## config.mk

```make
export PLATFORM = sky130hd
export DESIGN_NAME = scan_seq_ctrl_flat
export DESIGN_NICKNAME = d
export VERILOG_FILES = /design/src/rtl/scan_seq_ctrl_if.sv /design/src/rtl/scan_seq_ctrl.sv /design/src/flat_wrapper.sv
export SDC_FILE = /design/constraint.sdc
export NUM_CORES = 1
export LEC_CHECK = 0
export BUFFER_PORTS_ARGS = -buffer_cell sky130_fd_sc_hd__clkbuf_2
export CORE_MARGIN = 5
export CORE_UTILIZATION = 55
export DETAILED_ROUTE_END_ITERATION = 12
export GPL_TIMING_DRIVEN = 0
export PLACE_DENSITY = 0.87
export SLEW_MARGIN = 20
export SYNTH_ARGS = -nofsm -noshare
export SYNTH_HDL_FRONTEND = slang
export SYNTH_SLANG_ARGS = --single-unit
```

## constraint.sdc

```tcl
create_clock -name clk -period 5.35 [get_ports clk]
set_input_delay 1.07 -clock clk [delete_from_list [all_inputs] [get_ports clk]]
set_output_delay 1.07 -clock clk [all_outputs]
set_load 0.01 [all_outputs]
```

## src/rtl/scan_seq_ctrl_if.sv

```systemverilog
// ============================================================================
// Module   : scan_seq_ctrl_if
// Purpose  : Bundles the console handshake and the scanner fan-out of the
//            area-scan sequencer.
//            slave  = the sequencer's view.
//            master = the parent / console view.
// Revision : 1.0  initial release
// ============================================================================
`default_nettype none
`timescale 1ns/1ps

interface scan_seq_ctrl_if #(
    parameter int N_AREA = 4,
    parameter int BASE_W = 12
);
    // Console side
    logic                i_start_con;
    logic [BASE_W-1:0]   im_base_addr;
    logic [N_AREA-1:0]   im_area_en;
    logic                o_done_con;
    logic                o_error_con;
    logic                o_busy;
    logic [N_AREA-1:0]   om_err_vec;
    logic [N_AREA-1:0]   om_tmo_vec;

    // Scanner side
    logic [N_AREA-1:0]   om_start;
    logic [N_AREA-1:0]   im_done;
    logic [N_AREA-1:0]   im_error;
    logic [N_AREA-1:0]   om_grant;
    logic [BASE_W-1:0]   om_base_addr;

    modport slave (
        input  i_start_con, im_base_addr, im_area_en, im_done, im_error,
        output o_done_con, o_error_con, o_busy, om_err_vec, om_tmo_vec,
               om_start, om_grant, om_base_addr
    );

    modport master (
        output i_start_con, im_base_addr, im_area_en, im_done, im_error,
        input  o_done_con, o_error_con, o_busy, om_err_vec, om_tmo_vec,
               om_start, om_grant, om_base_addr
    );
endinterface

`default_nettype wire

```

## src/rtl/scan_seq_ctrl.sv

```systemverilog
// ============================================================================
// Module   : scan_seq_ctrl
// Purpose  : Area-scan sequencer.
//            Runs the enabled area scanners one at a time, lowest index first.
//            For each scanner it issues a start pulse and holds a one-hot grant.
//            It waits for done under a watchdog and records per-area error and
//            timeout flags.
//            It can optionally abort the sequence on the first error.
// Revision : 1.0  initial release
// ============================================================================
`default_nettype none
`timescale 1ns/1ps

module scan_seq_ctrl #(
    parameter int N_AREA       = 4,
    parameter int BASE_W       = 12,
    parameter int TMO_W        = 16,
    parameter int TMO_CYC      = 50000,
    parameter int ABORT_ON_ERR = 1
) (
    input  logic            clk,
    input  logic            rst,     // asynchronous, active-low
    scan_seq_ctrl_if.slave  bus
);

    localparam int                IDX_W      = (N_AREA > 1) ? $clog2(N_AREA) : 1;
    localparam logic [TMO_W-1:0]  C_CNT_LAST = TMO_W'(TMO_CYC - 1);

    typedef enum logic [2:0] {
        S_IDLE   = 3'd0,
        S_SELECT = 3'd1,
        S_START  = 3'd2,
        S_WAIT   = 3'd3,
        S_FINISH = 3'd4
    } state_t;

    state_t             state_q, state_d;
    logic [IDX_W-1:0]   idx_q,   idx_d;
    logic [TMO_W-1:0]   cnt_q,   cnt_d;
    logic [N_AREA-1:0]  pend_q,  pend_d;
    logic [BASE_W-1:0]  base_q,  base_d;
    logic [N_AREA-1:0]  err_q,   err_d;
    logic [N_AREA-1:0]  tmo_q,   tmo_d;
    logic               errc_q,  errc_d;

    logic [IDX_W-1:0]   low_idx;
    logic [N_AREA-1:0]  sel_oh;
    logic               evt;
    logic               evt_err;

    // Lowest pending area: scan downwards so the last hit is the lowest index.
    always_comb begin
        low_idx = '0;
        for (int i = N_AREA - 1; i >= 0; i--) begin
            if (pend_q[i]) begin
                low_idx = IDX_W'(i);
            end
        end
    end

    // One-hot decode of the active area index.
    always_comb begin
        sel_oh = '0;
        for (int i = 0; i < N_AREA; i++) begin
            sel_oh[i] = (idx_q == IDX_W'(i));
        end
    end

    // Next-state logic.
    // A done from the active scanner takes priority over a timeout in the
    // same cycle.
    always_comb begin
        state_d = state_q;
        idx_d   = idx_q;
        cnt_d   = cnt_q;
        pend_d  = pend_q;
        base_d  = base_q;
        err_d   = err_q;
        tmo_d   = tmo_q;
        errc_d  = errc_q;
        evt     = 1'b0;
        evt_err = 1'b0;

        case (state_q)
            S_IDLE: begin
                if (bus.i_start_con) begin
                    pend_d  = bus.im_area_en;
                    base_d  = bus.im_base_addr;
                    err_d   = '0;
                    tmo_d   = '0;
                    errc_d  = 1'b0;
                    state_d = S_SELECT;
                end
            end

            S_SELECT: begin
                if (pend_q == '0) begin
                    errc_d  = |err_q;
                    state_d = S_FINISH;
                end else begin
                    idx_d   = low_idx;
                    state_d = S_START;
                end
            end

            S_START: begin
                cnt_d   = '0;
                state_d = S_WAIT;
            end

            S_WAIT: begin
                // Saturate instead of wrapping.
                if (cnt_q != C_CNT_LAST) begin
                    cnt_d = cnt_q + TMO_W'(1);
                end
                if (bus.im_done[idx_q]) begin
                    evt            = 1'b1;
                    evt_err        = bus.im_error[idx_q];
                    err_d[idx_q]   = bus.im_error[idx_q];
                    pend_d[idx_q]  = 1'b0;
                end else if (cnt_q == C_CNT_LAST) begin
                    evt            = 1'b1;
                    evt_err        = 1'b1;
                    err_d[idx_q]   = 1'b1;
                    tmo_d[idx_q]   = 1'b1;
                    pend_d[idx_q]  = 1'b0;
                end
                if (evt) begin
                    if ((ABORT_ON_ERR != 0) && evt_err) begin
                        errc_d  = |err_d;
                        state_d = S_FINISH;
                    end else begin
                        state_d = S_SELECT;
                    end
                end
            end

            S_FINISH: begin
                state_d = S_IDLE;
            end

            default: begin
                state_d = S_IDLE;
            end
        endcase
    end

    // State and datapath registers.
    always_ff @(posedge clk or negedge rst) begin
        if (!rst) begin
            state_q <= S_IDLE;
            idx_q   <= '0;
            cnt_q   <= '0;
            pend_q  <= '0;
            base_q  <= '0;
            err_q   <= '0;
            tmo_q   <= '0;
            errc_q  <= 1'b0;
        end else begin
            state_q <= state_d;
            idx_q   <= idx_d;
            cnt_q   <= cnt_d;
            pend_q  <= pend_d;
            base_q  <= base_d;
            err_q   <= err_d;
            tmo_q   <= tmo_d;
            errc_q  <= errc_d;
        end
    end

    // Grant covers START plus every WAIT cycle and drops as WAIT is left.
    assign bus.om_start     = (state_q == S_START) ? sel_oh : '0;
    assign bus.om_grant     = ((state_q == S_START) || (state_q == S_WAIT)) ? sel_oh : '0;
    assign bus.o_done_con   = (state_q == S_FINISH);
    assign bus.o_busy       = (state_q != S_IDLE);
    assign bus.o_error_con  = errc_q;
    assign bus.om_base_addr = base_q;
    assign bus.om_err_vec   = err_q;
    assign bus.om_tmo_vec   = tmo_q;

endmodule

`default_nettype wire

```

## src/flat_wrapper.sv

```systemverilog
// flat-port wrapper written by rule: the top's interface ports become plain ports
module scan_seq_ctrl_flat 
#(
    parameter int N_AREA       = 4,
    parameter int BASE_W       = 12,
    parameter int TMO_W        = 16,
    parameter int TMO_CYC      = 50000,
    parameter int ABORT_ON_ERR = 1
)
  (clk, rst, bus_i_start_con, bus_im_base_addr, bus_im_area_en, bus_im_done, bus_im_error, bus_o_done_con, bus_o_error_con, bus_o_busy, bus_om_err_vec, bus_om_tmo_vec, bus_om_start, bus_om_grant, bus_om_base_addr);
  scan_seq_ctrl_if #(.N_AREA(N_AREA), .BASE_W(BASE_W)) bus_i ();
  input  logic clk;
  input  logic rst;
  input wire logic [$bits(bus_i.i_start_con)-1:0] bus_i_start_con;
  input wire logic [$bits(bus_i.im_base_addr)-1:0] bus_im_base_addr;
  input wire logic [$bits(bus_i.im_area_en)-1:0] bus_im_area_en;
  input wire logic [$bits(bus_i.im_done)-1:0] bus_im_done;
  input wire logic [$bits(bus_i.im_error)-1:0] bus_im_error;
  output wire logic [$bits(bus_i.o_done_con)-1:0] bus_o_done_con;
  output wire logic [$bits(bus_i.o_error_con)-1:0] bus_o_error_con;
  output wire logic [$bits(bus_i.o_busy)-1:0] bus_o_busy;
  output wire logic [$bits(bus_i.om_err_vec)-1:0] bus_om_err_vec;
  output wire logic [$bits(bus_i.om_tmo_vec)-1:0] bus_om_tmo_vec;
  output wire logic [$bits(bus_i.om_start)-1:0] bus_om_start;
  output wire logic [$bits(bus_i.om_grant)-1:0] bus_om_grant;
  output wire logic [$bits(bus_i.om_base_addr)-1:0] bus_om_base_addr;
  assign bus_i.i_start_con = bus_i_start_con;
  assign bus_i.im_base_addr = bus_im_base_addr;
  assign bus_i.im_area_en = bus_im_area_en;
  assign bus_i.im_done = bus_im_done;
  assign bus_i.im_error = bus_im_error;
  assign bus_o_done_con = bus_i.o_done_con;
  assign bus_o_error_con = bus_i.o_error_con;
  assign bus_o_busy = bus_i.o_busy;
  assign bus_om_err_vec = bus_i.om_err_vec;
  assign bus_om_tmo_vec = bus_i.om_tmo_vec;
  assign bus_om_start = bus_i.om_start;
  assign bus_om_grant = bus_i.om_grant;
  assign bus_om_base_addr = bus_i.om_base_addr;
  scan_seq_ctrl #(.N_AREA(N_AREA), .BASE_W(BASE_W), .TMO_W(TMO_W), .TMO_CYC(TMO_CYC), .ABORT_ON_ERR(ABORT_ON_ERR)) u_core (.clk(clk), .rst(rst), .bus(bus_i));
endmodule
```

# ---- Word level (Yosys, flattened, before mapping)
# Index checks and enable logic that the tools add are counted.
dict set report totals {
  input_bits 27
  reg_bits 46
  out_inout_bits 31
  word_cells 94
}
dict set report classes {
  bitwise 5
  n_mux 42
  n_eq_ne 17
  order_cmp 2
  reduce_logical 19
  addsub 1
}
# op n
set op_table {}
lappend op_table {{two-way mux 4 bit} 11}
lappend op_table {{one-hot mux 16 bit (2 select lines)} 1}
lappend op_table {{one-hot mux 4 bit (2 select lines)} 3}
lappend op_table {{adder 16 x 1 -> 16 bit, second input constant} 1}
lappend op_table {{== test 16 bit, second input constant} 1}
lappend op_table {{two-way mux 16 bit} 1}
lappend op_table {{!= test 16 bit, second input constant} 1}
lappend op_table {{two-way mux 1 bit} 12}
lappend op_table {{two-way mux 3 bit} 4}
lappend op_table {{one-hot mux 3 bit (4 select lines)} 1}
lappend op_table {{!= test 2 x 1 -> 1 bit, second input constant} 5}
lappend op_table {{AND reduction 2 bit} 5}
lappend op_table {{two-way mux 2 bit} 4}
lappend op_table {{OR 4 bit} 2}
lappend op_table {{OR reduction 4 bit} 2}
lappend op_table {{== test 3 x 2 -> 1 bit, second input constant} 2}
lappend op_table {{nonzero test 3 bit} 2}
lappend op_table {{AND reduction 5 bit} 1}
lappend op_table {{AND 4 bit} 1}
lappend op_table {{binary-select mux 1 bit (select 2 bit)} 2}
lappend op_table {{bitwise mux 4 bit} 1}
lappend op_table {{== test 2 bit, second input constant} 2}
lappend op_table {{zero test 4 bit} 1}
lappend op_table {{!= test 2 bit, second input constant} 2}
lappend op_table {{other kinds (17)} 18}

# ---- Logic depth before layout (Yosys ltp)
# Gate-level depths: netlist of run 1.
dict set report logic_depth {
  word_depth 12
  mapped_depth 6
  mapped_depth_nobuf 5
}

# ---- Worst setup path after synthesis of run 1
# OpenSTA, ideal clock, no wires.
dict set report synth_timing {
  kind {reg-to-output}
  startpoint {register u_core.state_q[2]}
  endpoint {output bus_om_start[0]}
  t_required_ns 4.280
  setup_slack_ns 2.909
  t_arrival_ns 1.371
  path_stages_with_launch 5
  cell_sequence {dfrtp_1 nand2b_1 or2_2 clkbuf_1 nor3_1}
}
dict set report synth_between {
  elab_chain_len 2
}
# item line
set synth_lines {}
lappend synth_lines {{start: declaration} scan_seq_ctrl.sv:37} ;# state_t state_q, state_d;
lappend synth_lines {{start signal: assignment} scan_seq_ctrl.sv:160} ;# state_q <= state_d;
lappend synth_lines {{== test 3 x 2 -> 1 bit} scan_seq_ctrl.sv:172} ;# assign bus.om_start = (state_q == S_START) ? sel_oh : '0;
lappend synth_lines {{two-way mux 4 bit} scan_seq_ctrl.sv:172}
lappend synth_lines {{end: declaration} flat_wrapper.sv:24} ;# output wire logic [$bits(bus_i.om_start)-1:0] bus_om_start;
# Every way passes these cells.

# ---- Worst setup path in the final report of run 1
dict set report layout_timing {
  startpoint {register u_core.state_q[1]}
  endpoint {output bus_om_start[0]}
}
# Same word-level chain as after synthesis.

==> results.md, run 1 <==
* Synthesis Warnings at 0
* Adder-cell share of the synthesized area at 0.532%
* Worst Hold Slack at 475 ps
* Fin Setup TNS at 0 ps
* # fillers at between 300 and 400
* Clock buffer count from CTS at 5
* Critical Path AT at 2040 ps
* Avg WL per Cell at 15.2 um
* CP Launch Type: register
* Final WL at 5710 um
* Max Slew Vio Count at 0
* Static leakage at 0.00138 uW
* First-pass GRT wire length at 9320 um
* Synth Register Bits at 46
* Top-level I/O count at 58
* Syn nets at 288
* CTS tree: built
* Largest net degree at the start of global routing at 25
* RSZ-0062 raised after global routing: false
* Post-DP HPWL at about 4300 um
* Initial antenna violation count at 0
* Post-synthesis cell area at 2350 um2
* Comb power frac at 43.0%
* Largest family of logic cells by synthesized area: simple AND/OR/NAND/NOR gates
* Starting DRT DRC Count at 161
* Leading cell type in the layout, fill and taps excluded: clkbuf_2
* Initial Util at 57.6%
* GRT overflow at 0
* Max-cap violations at 0
* Synth unique cells at 46
* Simple-gate portion of the synthesized area at 27.6%
* Die area at around 5700 um2
* Vias in the first global route at 2,099
* Non-filler cells, final at 376
* Hold crit path type: reg2reg
* Area Growth Syn to Fin at 22.0%
* Post-route ant nets at 0
* Most used DFF post-synth: dfrtp_1
* FP Rows at 23
* Sequential share of the synthesized area at 48.9%
* # hold bufs at CTS at 0
* Final hold vios at 0
* Setup bufs post-CTS at 0
* Outcome: finished, final reports clean
* Max IR drop VDD at between 0.3 and 0.4 mV
* Core box area at 4090 um2
* Setup violations, final at 0
* P per Cell Area at 522 nW/um2
* # H-tree levels at 2
* WS Path Type: reg2out
* Overall Global Routing Usage at 21.8%
* Minimum clock period at around 3100 ps
* Syn_area_per_cell at 9.05 um2
* Crit. End Element: output pin
* Post-Synth XOR/XNOR Area at 0.372%
* Worst Path Required at between 4000 and 5000 ps
* Sw power at 590 uW
* Post-synth EDFFs at 0
* Switching Fraction at 39.4%
* Max frequency at 322 MHz
* Int Power at just over 900 uW
* Antenna diodes at 0
* Cells after DPL at ~370
* CP Max Fanout at 10
* Synth Instances at 260
* Port Buf Inserts at 57
* Layout cells sized above 1 at 24.8%
* Worst-Skew Late Latency at 300 ps
* Final critical-path share of the clock period at 58.1%
* Nets at 353
* Seq pwr share at 35.8%
* Clock transition at path regs at 80 ps
* Clk pwr share at 21.2%
* Slew of the pin with the lowest slew margin at between 700 and 800 ps
* Relative slew slack at 50.0%
* Clock Tree Root: clkbuf_8
* Max Root-Sink Buffers at 2
* Gpl congestion at 0.867
* Die Width at 75.4 um
* Die Y at 75.4 um
* Drt drc at 0
* Layout Skew at 6.47 ps
* Post-cts sizing count at 0
* Clk sink count at 46
* Commonest non-fill, non-tap cells in the layout: clkbuf_2, nand2_1, dfrtp_1, o21ai_0, nor2_1
* Vias at 2,204
* First-pass iteration count of the detailed router at 4
* Routed vias/inst at 5.86
* Mux share of post-synthesis cell area at under 10%
* Ys async rst share at 100%
* Synth Area in Compound Gates at 15.7%
[logic make-up (layout without fill, tap and decap cells)]
| family | count (synthesis) | in the layout |
|---|---|---|
| AO/OA/AOI/OAI | 60 | 60 |
| XOR/XNOR | 1 | 1 |
| adder cells (fa/ha/maj) | 1 | 1 |
| buffers and inverters | 20 | 86 |
| flip-flops | 46 | 46 |
| multiplexers | 5 | 5 |
| AND/OR/NAND/NOR | 127 | 127 |
[synthesized netlist by cell type (2+ instances only)]
cell type   n  area share (%)
nand2_1    51             8.1
dfrtp_1    46              49
o21ai_0    20             4.3
nor2_1     18             2.9
a21oi_1    12             2.6
clkbuf_1    8             1.3
inv_1       8             1.3
nand3_1     8             1.7
nor3_1      8             1.7
or3_1       7             1.9
nand2b_1    5             1.3
nand4_1     5             1.3
o21a_1      5             1.6
and4_1      4             1.5
o21ai_1     4            0.85
o31ai_1     4             1.3
a31oi_1     3            0.80
buf_2       3            0.64
nor2b_1     3            0.80
or4_1       3            0.96
a31o_2      2            0.74
and2_1      2            0.53
and3_1      2            0.53
mux2i_1     2            0.85
mux4_2      2             1.9
nand3b_1    2            0.64
o22a_1      2            0.74
o311ai_0    2            0.74
or2_2       2            0.53
[cell type report]
type	instances	area (um2)	area share, %
Clock buffer	6	82.6	2.88
Sequential cell	46	1150	40.1
Buffer	12	52.6	1.83
Timing Repair Buffer	58	313	10.9
Inverter	8	30.0	1.05
Tap cell	50	62.6	2.18
Multi-Input combinational cell	194	1120	39.0
Clock inverter	2	60.1	2.09
[through the flow]
stage	total power, uW	utilization, %	instance area, um2	setup slack (ps)
final	1500	70.2	2870	2240
after global routing	1600	70.2	2870	2110
after global placement	1160	66.1	2700	2610
after detailed placement	1180	66.7	2730	2620
after floorplan	959	-	2350	2910
after CTS	1510	70.2	2870	2250
[path summary, 6_finish.rpt]
path | startpoint | end | slack [ps] | cells after the start
max | u_core.state_q[1] | bus_om_start[0] | 2240 | 6
min in group asynchronous | rst | u_core.bus.om_err_vec[0] | 780 | 1
min | u_core.bus.om_base_addr[8] | u_core.bus.om_base_addr[8] | 480 | 2
min reg2reg | u_core.bus.om_base_addr[8] | u_core.bus.om_base_addr[8] | 480 | 2
max reg2reg | u_core.cnt_q[0] | u_core.cnt_q[5] | 3430 | 6
max in group asynchronous | rst | u_core.bus.om_err_vec[2] | 4030 | 2
[per-layer routing]
layer | up-vias | track usage, % | wire length [um]
li1 | 1062 | - | -
met3 | 13 | 6.73 | 435
met4 | 0 | 9.13 | 136
met5 | - | 0 | 0
met1 | 1055 | 25.4 | 2350
met2 | 74 | 37.3 | 2780
[registers in the layout, summed over array words and instances (netlist names)]
name,cells
u_core.bus.om_base_addr,12
u_core.bus.om_err_vec,4
u_core.idx_q,2
u_core.pend_q,4
u_core.bus.om_tmo_vec,4
u_core.cnt_q,16
u_core.bus.o_error_con,1
u_core.state_q,3
[worst max-delay path, stage by stage (launching register included)]
cell	delay (ps)
dfrtp_1	380
buf_2	200
nand2b_1	180
or2_2	310
clkbuf_1	230
nor3_1	250
clkbuf_2	180
[power groups by stage]
stage / clock network, uW / logic, uW / registers, uW
2_1_floorplan: 0 / 406 / 553
3_3_place_gp: 0 / 622 / 535
3_5_place_dp: 0 / 645 / 538
4_1_cts: 322 / 647 / 536
5_1_grt: 339 / 713 / 552
6_report: 318 / 645 / 536
(Power assumes the default switching activity.)
==> inputs of run 2 (changes only) <==
--- a/config.mk
+++ b/config.mk
@@ -7,10 +7,10 @@
 export LEC_CHECK = 0
 export BUFFER_PORTS_ARGS = -buffer_cell sky130_fd_sc_hd__clkbuf_2
 export CORE_MARGIN = 5
-export CORE_UTILIZATION = 55
+export CORE_UTILIZATION = 53
 export DETAILED_ROUTE_END_ITERATION = 12
 export GPL_TIMING_DRIVEN = 0
-export PLACE_DENSITY = 0.87
+export PLACE_DENSITY = 0.84
 export SLEW_MARGIN = 20
 export SYNTH_ARGS = -nofsm -noshare
 export SYNTH_HDL_FRONTEND = slang
==> constraint.sdc (replaced) <==
create_clock -name clk -period 3.14 [get_ports clk]
set_input_delay 0.628 -clock clk [delete_from_list [all_inputs] [get_ports clk]]
set_output_delay 0.628 -clock clk [all_outputs]
set_load 0.01 [all_outputs]
==> results.md, run 2 (same netlist as run 1, synthesis figures left out) <==
* Static leakage at 0.00135 uW (was 0.00138 uW)
* CP cell instances: nand2b_1 -> or2_2 -> clkbuf_1 -> nor3_1 -> clkbuf_2 (was buf_2 -> nand2b_1 -> or2_2 -> clkbuf_1 -> nor3_1 -> clkbuf_2)
* Vias in the first global route at 2,291 (was 2,099)
* Routed vias/inst at 5.81 (was 5.86)
* Buf/Inv on CP at 2 (was 3)
* Crit-path max cell delay at 460 ps (was 380 ps)
* Avg WL per Cell at 15.4 um (was 15.2 um)
* Crit. End Element: output pin (unchanged)
* Gpl congestion at 0.872 (was 0.867)
* R2r endpoint: u_core.cnt_q[5] (unchanged)
* Clock Tree Root: clkbuf_8 (unchanged)
* Starting DRT DRC Count at 156 (was 161)
* Post-DP HPWL at 4290 um (was 4310 um)
* Clock buffer count from CTS at 5 (unchanged)
* Antenna diodes at 0 (unchanged)
* Nets at 352 (was 353)
* Worst reg2reg path startpoint: u_core.cnt_q[0] (unchanged)
* RSZ-0062 raised after global routing: false (unchanged)
* Layout cells sized above 1 at 24.6% (was 24.8%)
* FF-to-FF path depth at 6 (unchanged)
* Hold crit path type: in2async (was reg2reg)
* Max Slew Vio Count at 0 (unchanged)
* Worst Path Required at 2510 ps (was 4280 ps)
* Final hold vios at 0 (unchanged)
* Die Y at 76.6 um (was 75.4 um)
* Port Buf Inserts at 57 (unchanged)
* P per Cell Area at 874 nW/um2 (was 522 nW/um2)
* FP Rows at 24 (was 23)
* Initial Util at 54.4% (was 57.6%)
* Max-cap violations at 0 (unchanged)
* Die Width at 76.6 um (was 75.4 um)
* Drt drc at 0 (unchanged)
* Outcome: finished, final reports clean (unchanged)
* Overall Global Routing Usage at 20.7% (was 21.8%)
* Commonest non-fill, non-tap cells in the layout: clkbuf_2, nand2_1, dfrtp_1, o21ai_0, nor2_1 (unchanged)
* Setup violations, final at 0 (unchanged)
* # H-tree levels at 2 (unchanged)
* Area Growth Syn to Fin at 20.0% (was 22.0%)
* Top-level I/O count at 58 (unchanged)
* # hold bufs at CTS at 0 (unchanged)
* WS Path Type: reg2out (unchanged)
* Minimum clock period at 2520 ps
* Die area at 5870 um2 (was 5680 um2)
* First-pass iteration count of the detailed router at 4 (unchanged)
* Fin Setup TNS at 0 ps (unchanged)
* Final WL at 5800 um (was 5710 um)
* Clk sink count at 46 (unchanged)
* Clock transition at path regs at 90 ps (was 80 ps)
* Post-route ant nets at 0 (unchanged)
* Relative slew slack at 54.9% (was 50.0%)
* Initial antenna violation count at 0 (unchanged)
* Top reg by flops: u_core.cnt_q (unchanged)
* Worst path slowest cell: dfrtp_1 (unchanged)
* Critical Path AT at 1890 ps (was 2040 ps)
* Final critical-path share of the clock period at around 80%
* CP Launch Type: register (unchanged)
* Max IR drop VDD at 0.510 mV (was 0.303 mV)
* Worst-Skew Late Latency at 310 ps (was 300 ps)
* Leading cell type in the layout, fill and taps excluded: clkbuf_2 (unchanged)
* Max Root-Sink Buffers at 2 (unchanged)
* Register area at 1150 um2 (unchanged)
* CTS tree: built (unchanged)
* Max reg flops at 16 (unchanged)
* Reg-to-reg slack, setup at 1180 ps (was 3430 ps)
* Max frequency at 397 MHz
* Largest net degree at the start of global routing at 47 (was 25)
* CP Max Fanout at 9 (was 10)
* Slew of the pin with the lowest slew margin at 670 ps (was 739 ps)
* Final Util at 65.3% (was 70.2%)
* # fillers at 354 (was 326)
* Post-cts sizing count at 0 (unchanged)
* Vias at 2,192 (was 2,204)
* Layout Skew at 8.10 ps (was 6.47 ps)
* First-pass GRT wire length at 10,100 um (was 9320 um)
* Core box area at 4320 um2 (was 4090 um2)
* Worst path top cell family by delay: simple AND/OR/NAND/NOR gates (unchanged)
* Setup bufs post-CTS at 0 (unchanged)
* Multi-input gate area at 1120 um2 (unchanged)
* GRT overflow at 0 (unchanged)
==> run 2: per-stage QoR <==
stage                     hold slack (ps)  cell area (um2)  cells  power, uW  setup slack [ps]
after floorplan                       332             2350    260       1630              1140
after global placement                458             2700    369       1970               948
after detailed placement              464             2710    369       2010               939
after CTS                             372             2820    377       2470               603
after global routing                  410             2820    377       2660               452
final                                 353             2820    377       2470               620
==> run 2: final cells by class <==
cell class	instances	area share, %
Multi-Input combinational cell	194	39.6
Timing Repair Buffer	57	10.2
Buffer	12	1.86
Sequential cell	46	40.8
Tap cell	52	2.30
Clock inverter	3	1.73
Inverter	8	1.06
Clock buffer	5	2.44
==> run 2: power by group <==
part	leakage [uW]	switching, uW	internal (uW)	total (uW)
combinational	0.000693	661	433	1090
clock	0.0000563	215	242	457
sequential	0.000602	143	774	916
total	0.00135	1020	1450	2470
==> run 2: per-layer routing <==
| metal | global-route usage [%] | vias to the layer above | share of wire (%) |
|---|---|---|---|
| met5 | 0 | - | 0 |
| met4 | 8.04 | 0 | 2.4 |
| met3 | 6.15 | 16 | 6.8 |
| met2 | 34.8 | 71 | 50 |
| met1 | 24.8 | 1046 | 40 |
| li1 | - | 1059 | - |
==> run 2: worst max-delay path by stage <==
| stage | from | end | cells after the start |
|---|---|---|---|
| 6_report | u_core.state_q[2] | bus_om_start[0] | 5 |
| 2_1_floorplan | u_core.state_q[2] | bus_om_start[0] | 4 |
| 5_1_grt | u_core.state_q[1] | bus_om_start[0] | 6 |
| 3_5_place_dp | bus_im_done[3] | u_core.pend_q[2] | 5 |
| 4_1_cts | u_core.state_q[2] | bus_om_start[0] | 5 |
| 3_3_place_gp | u_core.state_q[2] | bus_om_start[0] | 5 |
==> inputs of run 3 (changes only) <==
==> constraint.sdc (replaced) <==
create_clock -name clk -period 2.5 [get_ports clk]
set_input_delay 0.5 -clock clk [delete_from_list [all_inputs] [get_ports clk]]
set_output_delay 0.5 -clock clk [all_outputs]
set_load 0.01 [all_outputs]
==> results.md, run 3 (same netlist as run 1, synthesis figures left out) <==
* Comb power frac at 44.2% (was 44.3%)
* Commonest non-fill, non-tap cells in the layout: clkbuf_2, nand2_1, dfrtp_1, o21ai_0, nor2_1 (unchanged)
* Non-filler cells, final at 376 (was 377)
* Avg WL per Cell at 15.4 um (about the same)
* Max IR drop VDD at 0.643 mV (was 0.510 mV)
* WS Path Type: reg2out (unchanged)
* Hold crit path type: in2async (unchanged)
* Max Root-Sink Buffers at 2 (unchanged)
* # H-tree levels at 2 (unchanged)
* Max Slew Vio Count at 0 (unchanged)
* First-pass iteration count of the detailed router at 4 (unchanged)
* Minimum clock period at 2250 ps
* Sw power at 1280 uW (was 1020 uW)
* Int Power at 1820 uW (was 1450 uW)
* Nets at 351 (was 352)
* CP Max Fanout at 9 (unchanged)
* Die Width at 76.6 um (unchanged)
* Clk sink count at 46 (unchanged)
* Max reg flops at 16 (unchanged)
* Final hold vios at 0 (unchanged)
* Static leakage at 0.00135 uW (about the same)
* Max frequency at 444 MHz
* Outcome: finished, final reports clean (unchanged)
* FF-to-FF path depth at 6 (unchanged)
* Leading cell type in the layout, fill and taps excluded: clkbuf_2 (unchanged)
* Met1 GRT Util at 24.8% (unchanged)
* Top Usage Layer GRT: met2 (unchanged)
* Die Y at 76.6 um (unchanged)
* Final critical-path share of the clock period at 90.1%
* Drt drc at 0 (unchanged)
* CTS tree: built (unchanged)
* Worst-Skew Late Latency at 310 ps (about the same)
* Largest net degree at the start of global routing at 47 (unchanged)
* Die area at 5870 um2 (unchanged)
* Starting DRT DRC Count at 170 (was 156)
* Max-cap violations at 0 (unchanged)
* Met3 Resource Use GR at 6.15% (unchanged)
* Final WL at 5800 um (about the same)
* Relative slew slack at 56.7% (was 54.9%)
* Slew of the pin with the lowest slew margin at 644 ps (was 670 ps)
* RSZ-0062 raised after global routing: false (unchanged)
* Worst Path Required at 2000 ps (was 2510 ps)
* Gpl congestion at 0.872 (unchanged)
* Post-DP HPWL at 4290 um (unchanged)
* Overall Global Routing Usage at 20.7% (unchanged)
* # hold bufs at CTS at 0 (unchanged)
* Clock Tree Root: clkbuf_8 (unchanged)
* GRT overflow at 0 (unchanged)
* Crit. End Element: output pin (unchanged)
* Vias in the first global route at 2,291 (unchanged)
* Clock transition at path regs at 90 ps (about the same)
* Core box area at 4320 um2 (unchanged)
* CP Launch Type: register (unchanged)
* FP Rows at 24 (unchanged)
* Antenna diodes at 0 (unchanged)
* Area Growth Syn to Fin at 19.8% (was 20.0%)
* Port Buf Inserts at 57 (unchanged)
* Cells after DPL at 369 (unchanged)
* Top reg by flops: u_core.cnt_q (unchanged)
* Fin Setup TNS at 0 ps (unchanged)
* Vias at 2,227 (was 2,192)
* Critical Path AT at 1750 ps (was 1890 ps)
* Clock buffer count from CTS at 5 (unchanged)
* Top-level I/O count at 58 (unchanged)
* P per Cell Area at 1100 nW/um2 (was 874 nW/um2)
* Seq pwr share at 37.1% (about the same)
* Layout cells sized above 1 at 24.7% (was 24.6%)
* Initial Util at 54.4% (unchanged)
* Setup violations, final at 0 (unchanged)
* Post-route ant nets at 0 (unchanged)
* Met2 GRT Util at 34.8% (unchanged)
* Clk pwr share at 18.7% (was 18.5%)
* Setup bufs post-CTS at 0 (unchanged)
* Post-cts sizing count at 0 (unchanged)
* First-pass GRT wire length at 10,100 um (unchanged)
* Switching Fraction at 41.3% (about the same)
* Initial antenna violation count at 0 (unchanged)
* Routed vias/inst at 5.92 (was 5.81)
* Layout Skew at 8.90 ps (was 8.10 ps)
-- run 3: changes by cell type in the layout (fill, tap and decap cells not counted), sizes merged --
| cell | before | now |
|---|---|---|
| clkbuf | 70 | 69 |
-- run 3: power groups by stage --
stage               clock network [uW]  registers, uW  logic, uW
detailed placement                   0           1150       1370
floorplan                            0           1180        869
CTS                                586           1140       1380
global placement                     0           1140       1330
global route                       621           1190       1530
finish                             579           1150       1370
-- run 3: cell type report --
type                       count  area, um2
fill                         355       1510
sequential                    46       1150
multi-input combinational    194       1120
timing repair buffer          57        288
clock buffer                   5       68.8
tap                           52       65.1
clock inverter                 3       48.8
buffer                        11       48.8
inverter                       8       30.0
-- run 3: critical path, cell delays in order, from the launching register on --
cell	delay (ps)
dfrtp_1	450
nand2b_1	270
or2_2	410
nor3_1	150
clkbuf_2	160
-- run 3: routing by layer --
layer	vias up	part of all wire [%]
li1	1055	-
met1	1066	39
met2	92	50
met3	14	7.9
met4	0	2.4
met5	-	0
-- run 3: per-stage QoR --
step / worst slack [ps] / utilization, % / hold WS (ps) / cell area (um2) / total power (uW)
2_1_floorplan: 629 / - / 204 / 2350 / 2050
3_3_place_gp: 436 / 62.5 / 458 / 2700 / 2470
3_5_place_dp: 427 / 62.6 / 464 / 2710 / 2520
4_1_cts: 91.5 / 65.3 / 244 / 2820 / 3110
5_1_grt: 102 / 65.2 / 282 / 2820 / 3340
6_report: 248 / 65.2 / 219 / 2820 / 3090
-- run 3: worst paths after layout --
kind / start / to / slack [ps]
max: u_core.state_q[2] / bus_om_start[0] / 250
min: rst / u_core.cnt_q[13] / 220
max reg2reg: u_core.cnt_q[0] / u_core.cnt_q[5] / 530
min reg2reg: u_core.bus.om_base_addr[10] / u_core.bus.om_base_addr[10] / 490
max in group asynchronous: rst / u_core.state_q[2] / 1860
min in group clk: bus_im_base_addr[2] / u_core.bus.om_base_addr[2] / 370
